===== src/rtl/cpu_ctrl_pkg.sv =====
// Shared encodings for the multi-cycle CPU control FSM: states, opcodes,
// ALU control codes and ALU operand-B selects.
package cpu_ctrl_pkg;

    typedef enum logic [3:0] {
        ST_FETCH,
        ST_DECODE,
        ST_EXEC_R,
        ST_EXEC_I,
        ST_ADDR,
        ST_MEM_RD,
        ST_MEM_WR,
        ST_WB_ALU,
        ST_WB_MEM,
        ST_BRANCH,
        ST_HALT
    } state_t;

    localparam logic [3:0] OP_RTYPE = 4'b0000;
    localparam logic [3:0] OP_IMM   = 4'b0010;
    localparam logic [3:0] OP_LOAD  = 4'b1000;
    localparam logic [3:0] OP_STORE = 4'b1011;
    localparam logic [3:0] OP_BEQ   = 4'b0100;
    localparam logic [3:0] OP_HALT  = 4'b1111;

    localparam logic [1:0] ALU_FUNC = 2'b00;
    localparam logic [1:0] ALU_SUB  = 2'b01;
    localparam logic [1:0] ALU_ADD  = 2'b10;
    localparam logic [1:0] ALU_IMM  = 2'b11;

    localparam logic [1:0] SRCB_REG    = 2'b00;
    localparam logic [1:0] SRCB_TWO    = 2'b01;
    localparam logic [1:0] SRCB_IMM    = 2'b10;
    localparam logic [1:0] SRCB_BR_OFF = 2'b11;

    // States that wait on memReady and are therefore guarded by the watchdog.
    function automatic logic is_mem_state(state_t s);
        return (s == ST_FETCH) || (s == ST_MEM_RD) || (s == ST_MEM_WR);
    endfunction

endpackage


===== src/rtl/multicycle_control_if.sv =====
// Control/status bundle between the main control FSM (master) and the
// datapath (slave).
interface multicycle_control_if #(
    parameter int COUNT_W = 16
);
    logic [3:0]         opcode;
    logic               zero;
    logic               memReady;
    logic [1:0]         aluControlOp;
    logic               aluSrcA;
    logic [1:0]         aluSrcB;
    logic               pcWrite;
    logic               pcWriteCond;
    logic               pcSource;
    logic               irWrite;
    logic               memRead;
    logic               memWrite;
    logic               regWrite;
    logic               memToReg;
    logic               halted;
    logic               illegalOp;
    logic               busError;
    logic [COUNT_W-1:0] retiredCount;

    modport master (
        input  opcode, zero, memReady,
        output aluControlOp, aluSrcA, aluSrcB, pcWrite, pcWriteCond, pcSource,
               irWrite, memRead, memWrite, regWrite, memToReg, halted,
               illegalOp, busError, retiredCount
    );

    modport slave (
        output opcode, zero, memReady,
        input  aluControlOp, aluSrcA, aluSrcB, pcWrite, pcWriteCond, pcSource,
               irWrite, memRead, memWrite, regWrite, memToReg, halted,
               illegalOp, busError, retiredCount
    );
endinterface


===== src/rtl/multicycle_control_mem_watchdog.sv =====
// Memory-wait watchdog: counts stalled cycles while a memory access is
// pending and flags expiry on the last allowed cycle.
module mem_watchdog #(
    parameter int TIMEOUT = 16
) (
    input  logic clk,
    input  logic rst,
    input  logic active,
    input  logic memReady,
    input  logic stateChange,
    output logic expire
);
    localparam logic [7:0] LAST = 8'(TIMEOUT - 1);

    logic [7:0] cnt_q, cnt_d;

    always_comb begin
        cnt_d = 8'd0;
        if (active && !memReady && !stateChange) begin
            cnt_d = cnt_q + 8'd1;
        end
    end

    always_ff @(posedge clk or posedge rst) begin
        if (rst) begin
            cnt_q <= 8'd0;
        end else begin
            cnt_q <= cnt_d;
        end
    end

    // memReady on the final cycle wins over expiry.
    assign expire = active && !memReady && (cnt_q == LAST);

endmodule


===== src/rtl/multicycle_control.sv =====
// Multi-cycle main control FSM: sequences fetch/decode/execute/memory/
// writeback, decodes datapath enables from state, counts retired instructions.
module multicycle_control #(
    parameter int TIMEOUT = 16,
    parameter int COUNT_W = 16
) (
    input  logic                clk,
    input  logic                rst,
    multicycle_control_if.master bus
);
    import cpu_ctrl_pkg::*;

    state_t             state_q, state_d;
    logic [COUNT_W-1:0] count_q, count_d;
    logic               retire;
    logic               illegal;
    logic               expire;
    logic               mem_active;
    logic               state_change;

    assign mem_active   = is_mem_state(state_q);
    assign state_change = (state_d != state_q);

    mem_watchdog #(.TIMEOUT(TIMEOUT)) u_wdog (
        .clk         (clk),
        .rst         (rst),
        .active      (mem_active),
        .memReady    (bus.memReady),
        .stateChange (state_change),
        .expire      (expire)
    );

    always_comb begin
        state_d = state_q;
        retire  = 1'b0;
        illegal = 1'b0;
        case (state_q)
            ST_FETCH: begin
                if (bus.memReady)  state_d = ST_DECODE;
                else if (expire)   state_d = ST_HALT;
            end
            ST_DECODE: begin
                case (bus.opcode)
                    OP_RTYPE: state_d = ST_EXEC_R;
                    OP_IMM:   state_d = ST_EXEC_I;
                    OP_LOAD,
                    OP_STORE: state_d = ST_ADDR;
                    OP_BEQ:   state_d = ST_BRANCH;
                    OP_HALT:  state_d = ST_HALT;
                    default: begin
                        state_d = ST_FETCH;
                        illegal = 1'b1;
                    end
                endcase
            end
            ST_EXEC_R, ST_EXEC_I: state_d = ST_WB_ALU;
            ST_ADDR:   state_d = (bus.opcode == OP_LOAD) ? ST_MEM_RD : ST_MEM_WR;
            ST_MEM_RD: begin
                if (bus.memReady)  state_d = ST_WB_MEM;
                else if (expire)   state_d = ST_HALT;
            end
            ST_MEM_WR: begin
                if (bus.memReady) begin
                    state_d = ST_FETCH;
                    retire  = 1'b1;
                end else if (expire) begin
                    state_d = ST_HALT;
                end
            end
            ST_WB_ALU, ST_WB_MEM, ST_BRANCH: begin
                state_d = ST_FETCH;
                retire  = 1'b1;
            end
            default: state_d = ST_HALT;
        endcase
    end

    assign count_d = retire ? count_q + COUNT_W'(1) : count_q;

    always_ff @(posedge clk or posedge rst) begin
        if (rst) begin
            state_q <= ST_FETCH;
            count_q <= '0;
        end else begin
            state_q <= state_d;
            count_q <= count_d;
        end
    end

    // Same-cycle strobes are held off during reset so nothing is written on release.
    always_comb begin
        bus.aluControlOp = ALU_FUNC;
        bus.aluSrcA      = 1'b0;
        bus.aluSrcB      = SRCB_REG;
        bus.pcWrite      = 1'b0;
        bus.pcWriteCond  = 1'b0;
        bus.pcSource     = 1'b0;
        bus.irWrite      = 1'b0;
        bus.memRead      = 1'b0;
        bus.memWrite     = 1'b0;
        bus.regWrite     = 1'b0;
        bus.memToReg     = 1'b0;
        bus.halted       = 1'b0;
        bus.illegalOp    = illegal && !rst;
        bus.busError     = expire && !rst;
        case (state_q)
            ST_FETCH: begin
                bus.memRead      = 1'b1;
                bus.aluSrcB      = SRCB_TWO;
                bus.aluControlOp = ALU_ADD;
                bus.irWrite      = bus.memReady && !rst;
                bus.pcWrite      = bus.memReady && !rst;
            end
            ST_DECODE: begin
                bus.aluSrcB      = SRCB_BR_OFF;
                bus.aluControlOp = ALU_ADD;
            end
            ST_EXEC_R: begin
                bus.aluSrcA      = 1'b1;
                bus.aluSrcB      = SRCB_REG;
                bus.aluControlOp = ALU_FUNC;
            end
            ST_EXEC_I: begin
                bus.aluSrcA      = 1'b1;
                bus.aluSrcB      = SRCB_IMM;
                bus.aluControlOp = ALU_IMM;
            end
            ST_ADDR: begin
                bus.aluSrcA      = 1'b1;
                bus.aluSrcB      = SRCB_IMM;
                bus.aluControlOp = ALU_ADD;
            end
            ST_MEM_RD: bus.memRead  = 1'b1;
            ST_MEM_WR: bus.memWrite = 1'b1;
            ST_WB_ALU: bus.regWrite = 1'b1;
            ST_WB_MEM: begin
                bus.regWrite = 1'b1;
                bus.memToReg = 1'b1;
            end
            ST_BRANCH: begin
                bus.aluSrcA      = 1'b1;
                bus.aluSrcB      = SRCB_REG;
                bus.aluControlOp = ALU_SUB;
                bus.pcSource     = 1'b1;
                bus.pcWriteCond  = bus.zero;
            end
            ST_HALT: bus.halted = 1'b1;
            default: ;
        endcase
    end

    assign bus.retiredCount = count_q;

endmodule


===== src/flat_wrapper.sv =====
// flat-port wrapper written by rule: the top's interface ports become plain ports
module multicycle_control_flat import cpu_ctrl_pkg::*;
#(
    parameter int TIMEOUT = 16,
    parameter int COUNT_W = 16
)
  (clk, rst, bus_opcode, bus_zero, bus_memReady, bus_aluControlOp, bus_aluSrcA, bus_aluSrcB, bus_pcWrite, bus_pcWriteCond, bus_pcSource, bus_irWrite, bus_memRead, bus_memWrite, bus_regWrite, bus_memToReg, bus_halted, bus_illegalOp, bus_busError, bus_retiredCount);
  multicycle_control_if #(.COUNT_W(COUNT_W)) bus_i ();
  input  logic clk;
  input  logic rst;
  input wire logic [$bits(bus_i.opcode)-1:0] bus_opcode;
  input wire logic [$bits(bus_i.zero)-1:0] bus_zero;
  input wire logic [$bits(bus_i.memReady)-1:0] bus_memReady;
  output wire logic [$bits(bus_i.aluControlOp)-1:0] bus_aluControlOp;
  output wire logic [$bits(bus_i.aluSrcA)-1:0] bus_aluSrcA;
  output wire logic [$bits(bus_i.aluSrcB)-1:0] bus_aluSrcB;
  output wire logic [$bits(bus_i.pcWrite)-1:0] bus_pcWrite;
  output wire logic [$bits(bus_i.pcWriteCond)-1:0] bus_pcWriteCond;
  output wire logic [$bits(bus_i.pcSource)-1:0] bus_pcSource;
  output wire logic [$bits(bus_i.irWrite)-1:0] bus_irWrite;
  output wire logic [$bits(bus_i.memRead)-1:0] bus_memRead;
  output wire logic [$bits(bus_i.memWrite)-1:0] bus_memWrite;
  output wire logic [$bits(bus_i.regWrite)-1:0] bus_regWrite;
  output wire logic [$bits(bus_i.memToReg)-1:0] bus_memToReg;
  output wire logic [$bits(bus_i.halted)-1:0] bus_halted;
  output wire logic [$bits(bus_i.illegalOp)-1:0] bus_illegalOp;
  output wire logic [$bits(bus_i.busError)-1:0] bus_busError;
  output wire logic [$bits(bus_i.retiredCount)-1:0] bus_retiredCount;
  assign bus_i.opcode = bus_opcode;
  assign bus_i.zero = bus_zero;
  assign bus_i.memReady = bus_memReady;
  assign bus_aluControlOp = bus_i.aluControlOp;
  assign bus_aluSrcA = bus_i.aluSrcA;
  assign bus_aluSrcB = bus_i.aluSrcB;
  assign bus_pcWrite = bus_i.pcWrite;
  assign bus_pcWriteCond = bus_i.pcWriteCond;
  assign bus_pcSource = bus_i.pcSource;
  assign bus_irWrite = bus_i.irWrite;
  assign bus_memRead = bus_i.memRead;
  assign bus_memWrite = bus_i.memWrite;
  assign bus_regWrite = bus_i.regWrite;
  assign bus_memToReg = bus_i.memToReg;
  assign bus_halted = bus_i.halted;
  assign bus_illegalOp = bus_i.illegalOp;
  assign bus_busError = bus_i.busError;
  assign bus_retiredCount = bus_i.retiredCount;
  multicycle_control #(.TIMEOUT(TIMEOUT), .COUNT_W(COUNT_W)) u_core (.clk(clk), .rst(rst), .bus(bus_i));
endmodule

===== config.mk =====
export PLATFORM = sky130hd
export DESIGN_NAME = multicycle_control_flat
export DESIGN_NICKNAME = d
export VERILOG_FILES = /design/src/rtl/cpu_ctrl_pkg.sv /design/src/rtl/multicycle_control_if.sv /design/src/rtl/multicycle_control_mem_watchdog.sv /design/src/rtl/multicycle_control.sv /design/src/flat_wrapper.sv
export SDC_FILE = /design/constraint.sdc
export NUM_CORES = 1
export LEC_CHECK = 0
export BUFFER_PORTS_ARGS = -buffer_cell sky130_fd_sc_hd__buf_2
export CAP_MARGIN = 20
export CELL_PAD_IN_SITES_DETAIL_PLACEMENT = 0
export CELL_PAD_IN_SITES_GLOBAL_PLACEMENT = 2
export CORE_ASPECT_RATIO = 0.7
export CORE_MARGIN = 2
export CORE_UTILIZATION = 25
export CTS_CLUSTER_SIZE = 25
export DETAILED_ROUTE_END_ITERATION = 10
export GPL_ROUTABILITY_DRIVEN = 1
export PLACE_DENSITY = 0.66
export REMOVE_ABC_BUFFERS = 1
export SYNTH_ARGS = -nofsm -noshare
export SYNTH_HDL_FRONTEND = slang
export SYNTH_SLANG_ARGS = --single-unit

===== constraint.sdc =====
create_clock -name clk -period 1.7 [get_ports clk]
set_clock_uncertainty 0.2 [all_clocks]
set_input_delay 0.085 -clock clk [delete_from_list [all_inputs] [get_ports clk]]
set_output_delay 0.085 -clock clk [all_outputs]
set_load 0.03 [all_outputs]

Word level (Yosys, flattened, before mapping)
Cells that the tools add are included.
{"block": "op_classes", "n_reduce_logical": 22, "addsub": 2, "n_eq_ne": 17, "mux": 23}
{"cell": "4-bit case mux with 7 select lines", "count": 1}
{"cell": "4-bit equality test, second input constant", "count": 6}
{"cell": "4-bit by 3-bit equality test with 1-bit output, second input constant", "count": 5}
{"cell": "4-bit case mux with 5 select lines", "count": 1}
{"cell": "16-bit by 1-bit adder with 16-bit output, second input constant", "count": 1}
{"cell": "4-bit two-way mux", "count": 4}
{"cell": "4-bit by 2-bit equality test with 1-bit output, second input constant", "count": 3}
{"cell": "1-bit two-way mux", "count": 12}
{"cell": "2-bit case mux with 3 select lines", "count": 2}
{"cell": "2-bit OR reduction", "count": 5}
{"cell": "8-bit by 1-bit adder with 8-bit output, second input constant", "count": 1}
{"cell": "8-bit by 4-bit equality test with 1-bit output, second input constant", "count": 1}
{"cell": "4-bit zero test", "count": 2}
{"cell": "8-bit two-way mux", "count": 1}
{"cell": "1-bit logical AND", "count": 6}
{"cell": "3-bit OR reduction", "count": 2}
{"cell": "6-bit OR reduction", "count": 1}
{"cell": "4-bit by 1-bit equality test with 1-bit output, second input constant", "count": 1}
{"cell": "4-bit != test", "count": 1}
{"cell": "4-bit OR reduction", "count": 1}
{"cell": "1-bit zero test", "count": 3}
{"cell": "1-bit logical OR", "count": 2}
{"cell": "2-bit two-way mux", "count": 1}
{"cell": "1-bit case mux with 2 select lines", "count": 1}
{"block": "word_totals", "wordCells": 67, "out_inout_bits": 32, "input_bits": 8, "register_bits": 28}

Depth between registers and ports, before layout
Gate-level depths: netlist of the first run.
{"block": "depth", "depth_word": 12, "mapped_depth": 5, "ltp_nobuf": 5}

Cells and area by module
A second synthesis of the first run with hierarchy kept.
{"block": "unflattened", "cells_unflattened": 216, "hier_area_um2": 1969.4}
{"module": "multicycle_control", "area_each_um2": 1591.5, "cells_per_inst": 178, "instances": 1}
{"module": "mem_watchdog", "area_each_um2": 377.9, "cells_per_inst": 38, "instances": 1}

Worst setup path after synthesis of the first run
Ideal clock, no wire load.
{"block": "synth_timing", "path_kind": "register -> output", "startpoint": "register u_core.state_q[1]", "endpoint": "output port bus_illegalOp", "slack_ns": -0.467, "n_path_buf": 0, "required_ns": 1.415, "stages_incl_launch_ff": 4, "t_arrival_ns": 1.882, "path_cell_list": "dfrtp_1 -> nand2b_1 -> nor3_1 -> nor4b_1"}
{"block": "synth_via", "elab_chain_len": 3}
{"item": "start: declaration", "line_no": "multicycle_control.sv:13", "text": "state_t state_q, state_d;"}
{"item": "start signal: assignment", "line_no": "multicycle_control.sv:85", "text": "state_q <= state_d;"}
{"item": "4-bit by 1-bit equality test with 1-bit output", "line_no": "multicycle_control.sv:37", "text": "case (state_q)"}
{"item": "1-bit two-way mux", "line_no": "multicycle_control.sv:37"}
{"item": "1-bit logical AND", "line_no": "multicycle_control.sv:104", "text": "bus.illegalOp = illegal && !rst;"}
{"item": "end: declaration", "line_no": "flat_wrapper.sv:26", "text": "output wire logic [$bits(bus_i.illegalOp)-1:0] bus_illegalOp;"}
Every way passes these cells.

Worst setup path after layout of the first run
{"block": "layout_timing", "startpoint": "register u_core.u_wdog.cnt_q[7]", "endpoint": "output port bus_busError"}
{"block": "layout_via", "elab_chain_len": 3}
{"item": "start: declaration", "line_no": "multicycle_control_mem_watchdog.sv:15", "text": "logic [7:0] cnt_q, cnt_d;"}
{"item": "start signal: assignment", "line_no": "multicycle_control_mem_watchdog.sv:28", "text": "cnt_q <= cnt_d;"}
{"item": "8-bit by 4-bit equality test with 1-bit output", "line_no": "multicycle_control_mem_watchdog.sv:33", "text": "assign expire = active && !memReady && (cnt_q == LAST);"}
{"item": "1-bit logical AND", "line_no": "multicycle_control_mem_watchdog.sv:33"}
{"item": "1-bit logical AND", "line_no": "multicycle_control.sv:105", "text": "bus.busError = expire && !rst;"}
{"item": "end: declaration", "line_no": "flat_wrapper.sv:27", "text": "output wire logic [$bits(bus_i.busError)-1:0] bus_busError;"}
Every way passes these cells.

==> results of run 1 <==
==> worst max-delay path, delay by kind of cell, from the launching register on <==
family | cells | cell delay, ns
simple gates | 4 | 0.89
buf+inv | 1 | 0.13
flops | 1 | 0.39
==> what timing repair did <==
| item | in CTS | in global routing |
|---|---|---|
| endpoints found under the setup margin | 35 | 39 |
| cloned | 1 | 0 |
| hold endpoints to repair | 30 | 0 |
| pin swaps | 20 | 25 |
| gates resized for setup | 102 | 50 |
| setup buffers | 19 | 12 |
| hold buffers | 5 | 0 |
==> power breakdown <==
part	internal, mW	total [mW]	leakage (nW)	switching (mW)
clock network	0.207	0.409	0.0288	0.202
registers	0.786	0.902	0.375	0.116
logic	1.86	3.76	1.23	1.90
total	2.85	5.07	1.63	2.22
==> layer usage <==
metal	vias to the layer above	part of all wire [%]	global-route usage [%]
met2	23	48	21.0
li1	830	-	-
met1	832	49	20.5
met3	6	1.8	2.60
met5	-	0	0
met4	0	1.3	2.70
==> cells by family (layout without fill, tap and decap cells) <==
family / count (synthesis) / in the layout
and+or+nand+nor: 85 / 85
adders and majority gates: 3 / 3
buffers and inverters: 11 / 123
muxes: 3 / 3
DFF: 28 / 28
AOI/OAI and AO/OA: 20 / 20
xor gates and xnor gates: 23 / 23
==> flip-flops by register name, indices dropped and copies added, names as in the netlist <==
name and flops:
u_core.state_q 4, u_core.u_wdog.cnt_q 8, u_core.bus.retiredCount 16
==> synth_stat cells (3+ instances only) <==
| cell | n |
|---|---|
| xor2_1 | 17 |
| dfrtp_1 | 28 |
| inv_1 | 4 |
| nor2_1 | 23 |
| a21oi_1 | 5 |
| and3_1 | 3 |
| nor4b_1 | 5 |
| or2_2 | 3 |
| xnor2_1 | 6 |
| o21ai_0 | 3 |
| nor3_1 | 7 |
| clkbuf_1 | 4 |
| nand2_1 | 13 |
| and2_1 | 3 |
| nand3_1 | 8 |
| nand4_1 | 3 |
| nand2b_1 | 4 |
==> through the flow <==
step / total power, mW / setup WS [ns] / utilization, %
3_3_place_gp: 2.99 / -0.112 / 35.6
2_1_floorplan: 2.07 / -0.596 / -
3_5_place_dp: 2.97 / -0.118 / 35.6
6_report: 5.07 / -0.276 / 50.6
4_1_cts: 4.47 / -0.357 / 46.3
5_1_grt: 5.31 / -0.346 / 50.6
==> final cells by class <==
class,count,area share [%]
Sequential cell,28,22.0
Clock buffer,4,1.73
Inverter,4,0.706
Timing Repair Buffer,115,30.9
Multi-Input combinational cell,134,41.6
Tap cell,78,3.06
==> layout by cell type (no fill, tap or decap), drive strengths merged, types with 2 or more instances in the layout <==
cell,netlist,routed
buf,3,110
dfrtp,28,28
nor2,23,23
xor2,17,17
nand2,13,13
nand3,8,8
nor3,7,7
xnor2,6,6
dlygate4sd3,0,5
nor4b,5,5
a21oi,5,5
nand2b,4,4
clkbuf,4,4
inv,4,4
o21ai,4,4
or2,3,3
nor2b,3,3
and3,3,3
nand4,3,3
nor4,3,3
and2,3,3
nor3b,2,2
or3,2,2
o211ai,2,2
ha,2,2
mux2,2,2
and4,2,2
==> final timing paths <==
kind,cells past startpoint,end,slack (ns),start
max in group asynchronous,4,u_core.state_q[1],0.68,rst
min reg2reg,1,u_core.bus.retiredCount[15],0.27,u_core.bus.retiredCount[15]
min in group asynchronous,4,u_core.state_q[0],0.32,rst
max reg2reg,5,u_core.bus.retiredCount[1],-0.19,u_core.state_q[0]
max,5,bus_busError,-0.28,u_core.u_wdog.cnt_q[7]
min,4,u_core.state_q[0],0.08,bus_opcode[1]
==> impl_metrics.toml, run 1 <==
[run_status]
status = "finished, violations left"
violations = "setup timing"

[timing]
period_share_pct = 116
finalHoldViolCount = 0
rsz0062_at_grt = "yes"
finalMaxSlewViolations = 0
fin_crit_ns = 1.98
holdWs_ns = 0.0796
postLayoutSetupSlackWorst_ns = -0.276
tns_ns = -3.42
slew_headroom_pct = 66.1
fmax_mhz = 506
finalSetupViolations = 36
worst_pin_slew_ns = 0.502

[global_routing]
track_usage_pct = 13.8
antenna_found_initial = 0
overflow = 0
grt_pass1_wl_um = 8000
grt_max_degree = 29
grt_pass1_vias = 1585

[worst_setup_path]
cp-start-kind = "flip-flop"
path_cells = "or4_4 > nor2_4 > nand2b_4 > nor2_4 > buf_6"
slowest_stage = "or4_4"
required_ns = 1.41
max_stage_delay_ns = 0.55
crit_top_cell = "nor2_4"
cp_max_fo = 2
arrival_ns = 1.69
crit_type = "flip-flop to output pin"
cp-end-kind = "output pin"

[floorplan]
placementRows = 24
design.die.area_um2 = 7290
ios = 40
die_w_um = 101
die_h_um = 72.0
core_um2 = 6310
initial_utilization_pct = 26.2

[routing]
num_vias = 1691
ant_nets = 0
routed_wl_um = 5510
wl_per_cell_um = 15.2
first_pass_iters = 4
drc = 0
initialDrtViolationCount = 43
via_per_inst = 4.66

[yosys]
synth_edf_count = 0
synth_top_area_share_pct = 42.4
netlist.top_cell.by_area = "dfrtp_1"
async_flop_share_pct = 100
ys_types = 43
synth_compound_area_share_pct = 9.84
synth-adder-area-share_pct = 2.12
ys_seq_area_share_pct = 42.4
synth_top_family_by_area = "simple AND/OR/NAND/NOR gates"
ys.flop_type = "dfrtp_1"
synth_mux_area_share_pct = 1.97
synth.area.top_cells = "dfrtp_1 (42%), xor2_1 (9.0%), nor2_1 (5.2%)"
synth_xor_area_share_pct = 12.2
postSynthCellCount = 173
syn_area_per_cell_um2 = 9.55
synthesis.area_um2 = 1650
ys_warn_count = 0
yosys.area_share.simple_pct = 28.2
ys_ff_latch = 28

[cells_and_area]
n_fill_cell = 557
area_growth_pct = 92.9
layout.nets = 296
stdcell_area_um2 = 3190
antenna_cells = 0
layout.cells.non_filler = 363
drive_above_1_share_pct = 62.5
seq_area_um2 = 702
multi_input_area_um2 = 1330

[cts]
htreeDepth = 1
path_clk_slew_ns = 0.09
clock-sinks = 28
cts_tree = "built"
cts_buffer_depth = 2
insertion_delay_ns = 0.27
clock-root-buffer = "clkbuf_8"
numCtsBuffers = 3

[placement]
place_area_um2 = 2240
dp_hpwl_um = 3260
io_buffers = 39
dp.cells = 326
routabilityCongestion = 0.765

[power]
leakagePower_nw = 1.63
irDropWorstVdd_v = 0.000711
p_per_area_nw_per_um2 = 1590

[run]
drv_cap = 0

[hold_path]
hold_class = "input pin to flip-flop"
No activity file was read; power rests on OpenSTA's default activity.
==> run 2: changes to the inputs <==
--- a/config.mk
+++ b/config.mk
@@ -11,11 +11,11 @@
 export CELL_PAD_IN_SITES_GLOBAL_PLACEMENT = 2
 export CORE_ASPECT_RATIO = 0.7
 export CORE_MARGIN = 2
-export CORE_UTILIZATION = 25
+export CORE_UTILIZATION = 29
 export CTS_CLUSTER_SIZE = 25
 export DETAILED_ROUTE_END_ITERATION = 10
 export GPL_ROUTABILITY_DRIVEN = 1
-export PLACE_DENSITY = 0.66
+export PLACE_DENSITY = 0.75
 export REMOVE_ABC_BUFFERS = 1
 export SYNTH_ARGS = -nofsm -noshare
 export SYNTH_HDL_FRONTEND = slang
==> run 2 against run 1 <==
  * Highest routed layer unchanged
  * Via count fell by 3.8%
  * Routed wire length shrank 10%
  * Clock-buffer cell count is the same
  * Critical path type unchanged
  * Sequential cell count did not move
  * Clock power grew 2%
  * Critical path depth is the same
  * The run still ends with setup timing left
  * Cell area decreased by 4.5%
  * Die area fell by 13%
  * Critical endpoint unchanged
  * Register-to-register slack worse by 0.02 ns
  * Worst setup slack better by 0.043 ns
==> impl_metrics.toml, run 2 (synthesized netlist as in run 1, its figures left out) <==
[timing]
finalHoldViolCount = 0
tns_ns = -2.91
finalMaxSlewViolations = 0
postLayoutSetupSlackWorst_ns = -0.232
fin_crit_ns = 1.93
fmax_mhz = 518
finalSetupViolations = 31
rsz0062_at_grt = "yes"
period_share_pct = 114
holdWs_ns = 0.0268
worst_pin_slew_ns = 0.435
slew_headroom_pct = 70.6

[placement]
dp_hpwl_um = 3010
io_buffers = 39
place_area_um2 = 2210
routabilityCongestion = 0.786

[routing]
first_pass_iters = 4
routed_wl_um = 4960
ant_nets = 0
wl_per_cell_um = 14.5
drc = 0
via_per_inst = 4.74
initialDrtViolationCount = 38
num_vias = 1626

[worst_setup_path]
worst-r2r-setup-slack_ns = -0.21
cp-end-kind = "output pin"
r2r_cells = 7
slowest_stage = "or4_4"
cp_max_fo = 3
r2r_start = "u_core.u_wdog.cnt_q[4]"
required_ns = 1.41
reg2reg_to = "u_core.state_q[0]"
crit_type = "flip-flop to output pin"
max_stage_delay_ns = 0.54
cp-start-kind = "flip-flop"
arrival_ns = 1.65
path_cells = "or4_4 > nor2_4 > nand2b_4 > nor2_4 > buf_6"
crit_top_cell = "nor2_4"

[hold_path]
hold_class = "input pin to flip-flop"
hold_start = "bus_opcode[2]"
holdPathEnd = "u_core.state_q[0]"
min_path_cells = 4

[power]
p_per_area_nw_per_um2 = 1550
leakagePower_nw = 1.57
p_clk_share_pct = 8.9
p_switching_mw = 2.10
irDropWorstVdd_v = 0.000554
p_int_mw = 2.62
p_comb_share_pct = 71.4
seqPwrFrac_pct = 19.7
p_sw_share_pct = 44.5

[global_routing]
track_usage_pct = 15.3
grt_max_degree = 29
grt_pass1_wl_um = 7660
grt_pass1_vias = 1591
overflow = 0
antenna_found_initial = 0

[floorplan]
die_h_um = 67.2
die_w_um = 94.2
core_um2 = 5370
ios = 40
placementRows = 22
design.die.area_um2 = 6330
initial_utilization_pct = 30.8

[cts]
insertion_delay_ns = 0.28
clock-sinks = 28
cts_buffer_depth = 2
path_clk_slew_ns = 0.09
numCtsBuffers = 3
clock-root-buffer = "clkbuf_8"
cts_tree = "built"
htreeDepth = 1

[cells_and_area]
drive_above_1_share_pct = 60.9
layout.nets = 282
seq_area_um2 = 703
antenna_cells = 0
layout_common_cells = "buf_4 (42), buf_6 (28), dfrtp_1 (26)"
multi_input_area_um2 = 1320
layout_commonest_cell = "buf_4"
largest_register_ffs = 16
stdcell_area_um2 = 3040
n_fill_cell = 446
area_growth_pct = 84.2

[run_status]
violations = "setup timing"
status = "finished, violations left"

[run]
drv_cap = 0
==> run 2: cell types whose count changed in the layout (fill, tap and decap cells not counted), moves of 2 or more <==
cell     previous run  this run
nor2_2              1         3
nand2_2             4         1
nand2_1             7         9
o21ai_1             1         3
buf_6              34        28
buf_4              49        42
==> run 2: worst max path at each step <==
stage	startpoint	to	slack, ns
3_3_place_gp	u_core.state_q[2]	u_core.bus.retiredCount[9]	-0.11
6_report	u_core.u_wdog.cnt_q[4]	bus_busError	-0.23
3_5_place_dp	u_core.state_q[1]	u_core.bus.retiredCount[9]	-0.13
5_1_grt	u_core.u_wdog.cnt_q[5]	bus_busError	-0.31
4_1_cts	u_core.u_wdog.cnt_q[5]	bus_busError	-0.28
2_1_floorplan	u_core.state_q[1]	bus_illegalOp	-0.60
==> run 2: repair_timing <==
| action | in CTS | in global routing |
|---|---|---|
| hold buffers | 4 | 0 |
| gates cloned | 1 | 0 |
| buffers inserted | 10 | 9 |
| pin swaps | 14 | 30 |
| resized for setup | 78 | 63 |
| endpoints found under the hold margin | 30 | 0 |
| setup endpoints to repair | 28 | 36 |
==> run 2: power by group through the flow <==
stage | Combinational, mW | Sequential [mW] | Clock (mW)
finish | 3.37 | 0.929 | 0.418
global route | 3.54 | 0.942 | 0.457
CTS | 2.73 | 0.909 | 0.425
detailed placement | 2.00 | 0.914 | 0
global placement | 2.02 | 0.913 | 0
floorplan | 0.972 | 1.10 | 0
==> run 2: per-layer routing <==
layer / wire (um) / share of wire (%) / GRT usage [%]
met5: 0 / 0 / 0
met4: 12 / 0.24 / 1.63
met3: 95 / 1.9 / 2.79
met2: 2360 / 48 / 23.8
met1: 2490 / 50 / 22.8
==> run 2: final cells by class <==
class | instances | share of cell area (%)
clock buffers | 4 | 1.81
multi-input cells | 134 | 43.4
well taps | 72 | 2.96
flip-flops and latches | 28 | 23.1
inverters | 4 | 0.658
repair buffers | 101 | 28.0
==> run 2: critical path: cells and delay by family (launching register included) <==
family                 cells  cell delay [ns]
and+or+nand+nor            4             0.84
buffers and inverters      1             0.13
DFF                        1             0.39
==> run 2: metrics by stage <==
| stage | util [%] | worst slack, ns | total power [mW] | cells |
|---|---|---|---|---|
| after floorplan | - | -0.596 | 2.07 | 166 |
| after global placement | 41.2 | -0.112 | 2.93 | 317 |
| after detailed placement | 41.2 | -0.127 | 2.91 | 317 |
| after CTS | 50.4 | -0.280 | 4.06 | 336 |
| after global routing | 56.7 | -0.308 | 4.94 | 343 |
| final | 56.7 | -0.232 | 4.72 | 343 |
==> run 3: changes to the inputs <==
--- a/config.mk
+++ b/config.mk
@@ -8,10 +8,10 @@
 export BUFFER_PORTS_ARGS = -buffer_cell sky130_fd_sc_hd__buf_2
 export CAP_MARGIN = 20
 export CELL_PAD_IN_SITES_DETAIL_PLACEMENT = 0
-export CELL_PAD_IN_SITES_GLOBAL_PLACEMENT = 2
+export CELL_PAD_IN_SITES_GLOBAL_PLACEMENT = 1
 export CORE_ASPECT_RATIO = 0.7
 export CORE_MARGIN = 2
-export CORE_UTILIZATION = 29
+export CORE_UTILIZATION = 36
 export CTS_CLUSTER_SIZE = 25
 export DETAILED_ROUTE_END_ITERATION = 10
 export GPL_ROUTABILITY_DRIVEN = 1
==> run 3 against run 2 <==
  * The run still ends with setup timing left
  * Routed wire length is 10% higher
  * Sequential share of layout area is 0.44 points higher
  * Register-to-register slack got worse by 0.03 ns
  * Die area is 19% lower
  * Critical path depth unchanged
  * Critical path type unchanged
  * Largest power group unchanged
  * Highest routed layer unchanged
==> impl_metrics.toml, run 3 (synthesized netlist as in run 1, its figures left out) <==
[run_status]
status = "finished, violations left"
violations = "setup timing"

[placement]
dp.cells = 291
place_area_um2 = 2120
io_buffers = 39
dp_hpwl_um = 2900
routabilityCongestion = 0.783

[cells_and_area]
stdcell_area_um2 = 2990
layout.cells.non_filler = 318
antenna_cells = 0
layout_common_cells = "buf_4 (33), buf_6 (28), dfrtp_1 (26)"
layout.nets = 274
drive_above_1_share_pct = 57.4
largest_register_ffs = 16
area_growth_pct = 80.8
fin_util_pct = 68.2
layout_commonest_cell = "buf_4"

[worst_setup_path]
cp-end-kind = "output pin"
path_cells = "or4_4 > nor2_4 > nand2b_4 > nor2_4 > buf_6"
required_ns = 1.41
cp-start-kind = "flip-flop"
worst-r2r-setup-slack_ns = -0.24
crit_start = "u_core.u_wdog.cnt_q[7]"
cp_max_fo = 3
reg2reg_to = "u_core.bus.retiredCount[1]"
slowest_stage = "or4_4"
r2r_start = "u_core.state_q[0]"
max_stage_delay_ns = 0.54
arrival_ns = 1.66
crit_type = "flip-flop to output pin"
path_buf_inv = 1
crit_top_cell = "nor2_4"
r2r_cells = 5
critPathTopFamily = "simple AND/OR/NAND/NOR gates"

[global_routing]
track_usage_pct = 18.4
grt_max_degree = 29
grt_pass1_wl_um = 7500
grt_pass1_vias = 1560
overflow = 0
antenna_found_initial = 0

[hold_path]
hold_start = "bus_opcode[1]"
min_path_cells = 4
hold_class = "input pin to flip-flop"
holdPathEnd = "u_core.state_q[0]"

[cts]
path_clk_slew_ns = 0.10
insertion_delay_ns = 0.28
cts_buffer_depth = 2
htreeDepth = 1
cts_tree = "built"
clock-sinks = 28
numCtsBuffers = 3
clock-root-buffer = "clkbuf_8"

[power]
leakagePower_nw = 1.52
finalPower_mw = 4.90
p_per_area_nw_per_um2 = 1640
irDropWorstVdd_v = 0.000841

[timing]
period_share_pct = 115
finalHoldViolCount = 0
holdWs_ns = 0.0662
worst_pin_slew_ns = 0.576
slew_headroom_pct = 61.1
fin_crit_ns = 1.95
finalSetupViolations = 35
finalMaxSlewViolations = 0
rsz0062_at_grt = "yes"
fmax_mhz = 513
postLayoutSetupSlackWorst_ns = -0.249

[floorplan]
die_h_um = 60.7
core_um2 = 4380
design.die.area_um2 = 5160
initial_utilization_pct = 37.7
die_w_um = 85.0
ios = 40
placementRows = 20

[routing]
wl_per_cell_um = 17.2
initialDrtViolationCount = 61
first_pass_iters = 4
ant_nets = 0
num_vias = 1709
drc = 0
routed_wl_um = 5460
via_per_inst = 5.37

[run]
drv_cap = 0
==> run 3: cell count changes in the layout (fill, tap and decap cells not counted), sizes merged <==
cell,before,now
clkinvlp,0,1
buf,95,88
bufinv,0,1
inv,4,3
clkbuf,6,4
==> run 3: layout make-up <==
class,instances,area (um^2)
Clock buffer,3,41.3
Clock inverter,1,30.0
Fill cell,291,1390
Inverter,4,23.8
Multi-Input combinational cell,134,1300
Sequential cell,28,703
Tap cell,55,68.8
Timing Repair Buffer,93,818
==> run 3: stage by stage <==
stage / TNS [ns] / setup slack, ns
floorplan: -3.92 / -0.596
global placement: -0.572 / -0.120
detailed placement: -0.642 / -0.128
CTS: -2.56 / -0.298
global route: -6.17 / -0.303
finish: -4.46 / -0.249
==> run 3: power by group <==
part	internal [mW]	switching [mW]
clock network	0.316	0.220
registers	0.788	0.134
logic	1.60	1.84
==> run 3: per-layer routing <==
| layer | wire [um] | track usage (%) | vias to the layer above |
|---|---|---|---|
| met5 | 0 | 0 | - |
| met4 | 161 | 3.17 | 0 |
| met3 | 207 | 3.54 | 16 |
| met2 | 2560 | 29.9 | 54 |
| met1 | 2530 | 26.3 | 847 |
| li1 | - | - | 792 |
==> run 3: repair_timing <==
item                                   in CTS  in global routing
gates resized for setup                    85                 54
cloned                                      1                  0
endpoints found under the hold margin      30                  0
hold buffers                                4                  0
setup buffers                              12                  7
setup endpoints to repair                  26                 39
pin swaps                                  23                 31
==> run 3: worst max path at each step <==
stage	to	slack, ns	cells after the start
after floorplan	bus_illegalOp	-0.60	3
after global placement	u_core.bus.retiredCount[9]	-0.12	5
after detailed placement	u_core.bus.retiredCount[9]	-0.13	5
after CTS	bus_busError	-0.30	5
after global routing	bus_busError	-0.30	6
final	bus_busError	-0.25	5
==> run 3: worst register-to-register path, cell delays in order, from the launching register on <==
cell and delay, ns:
dfrtp_1 0.40, buf_4 0.13, or2_4 0.24, a32oi_4 0.32, clkbuf_16 0.24, mux2_4 0.30
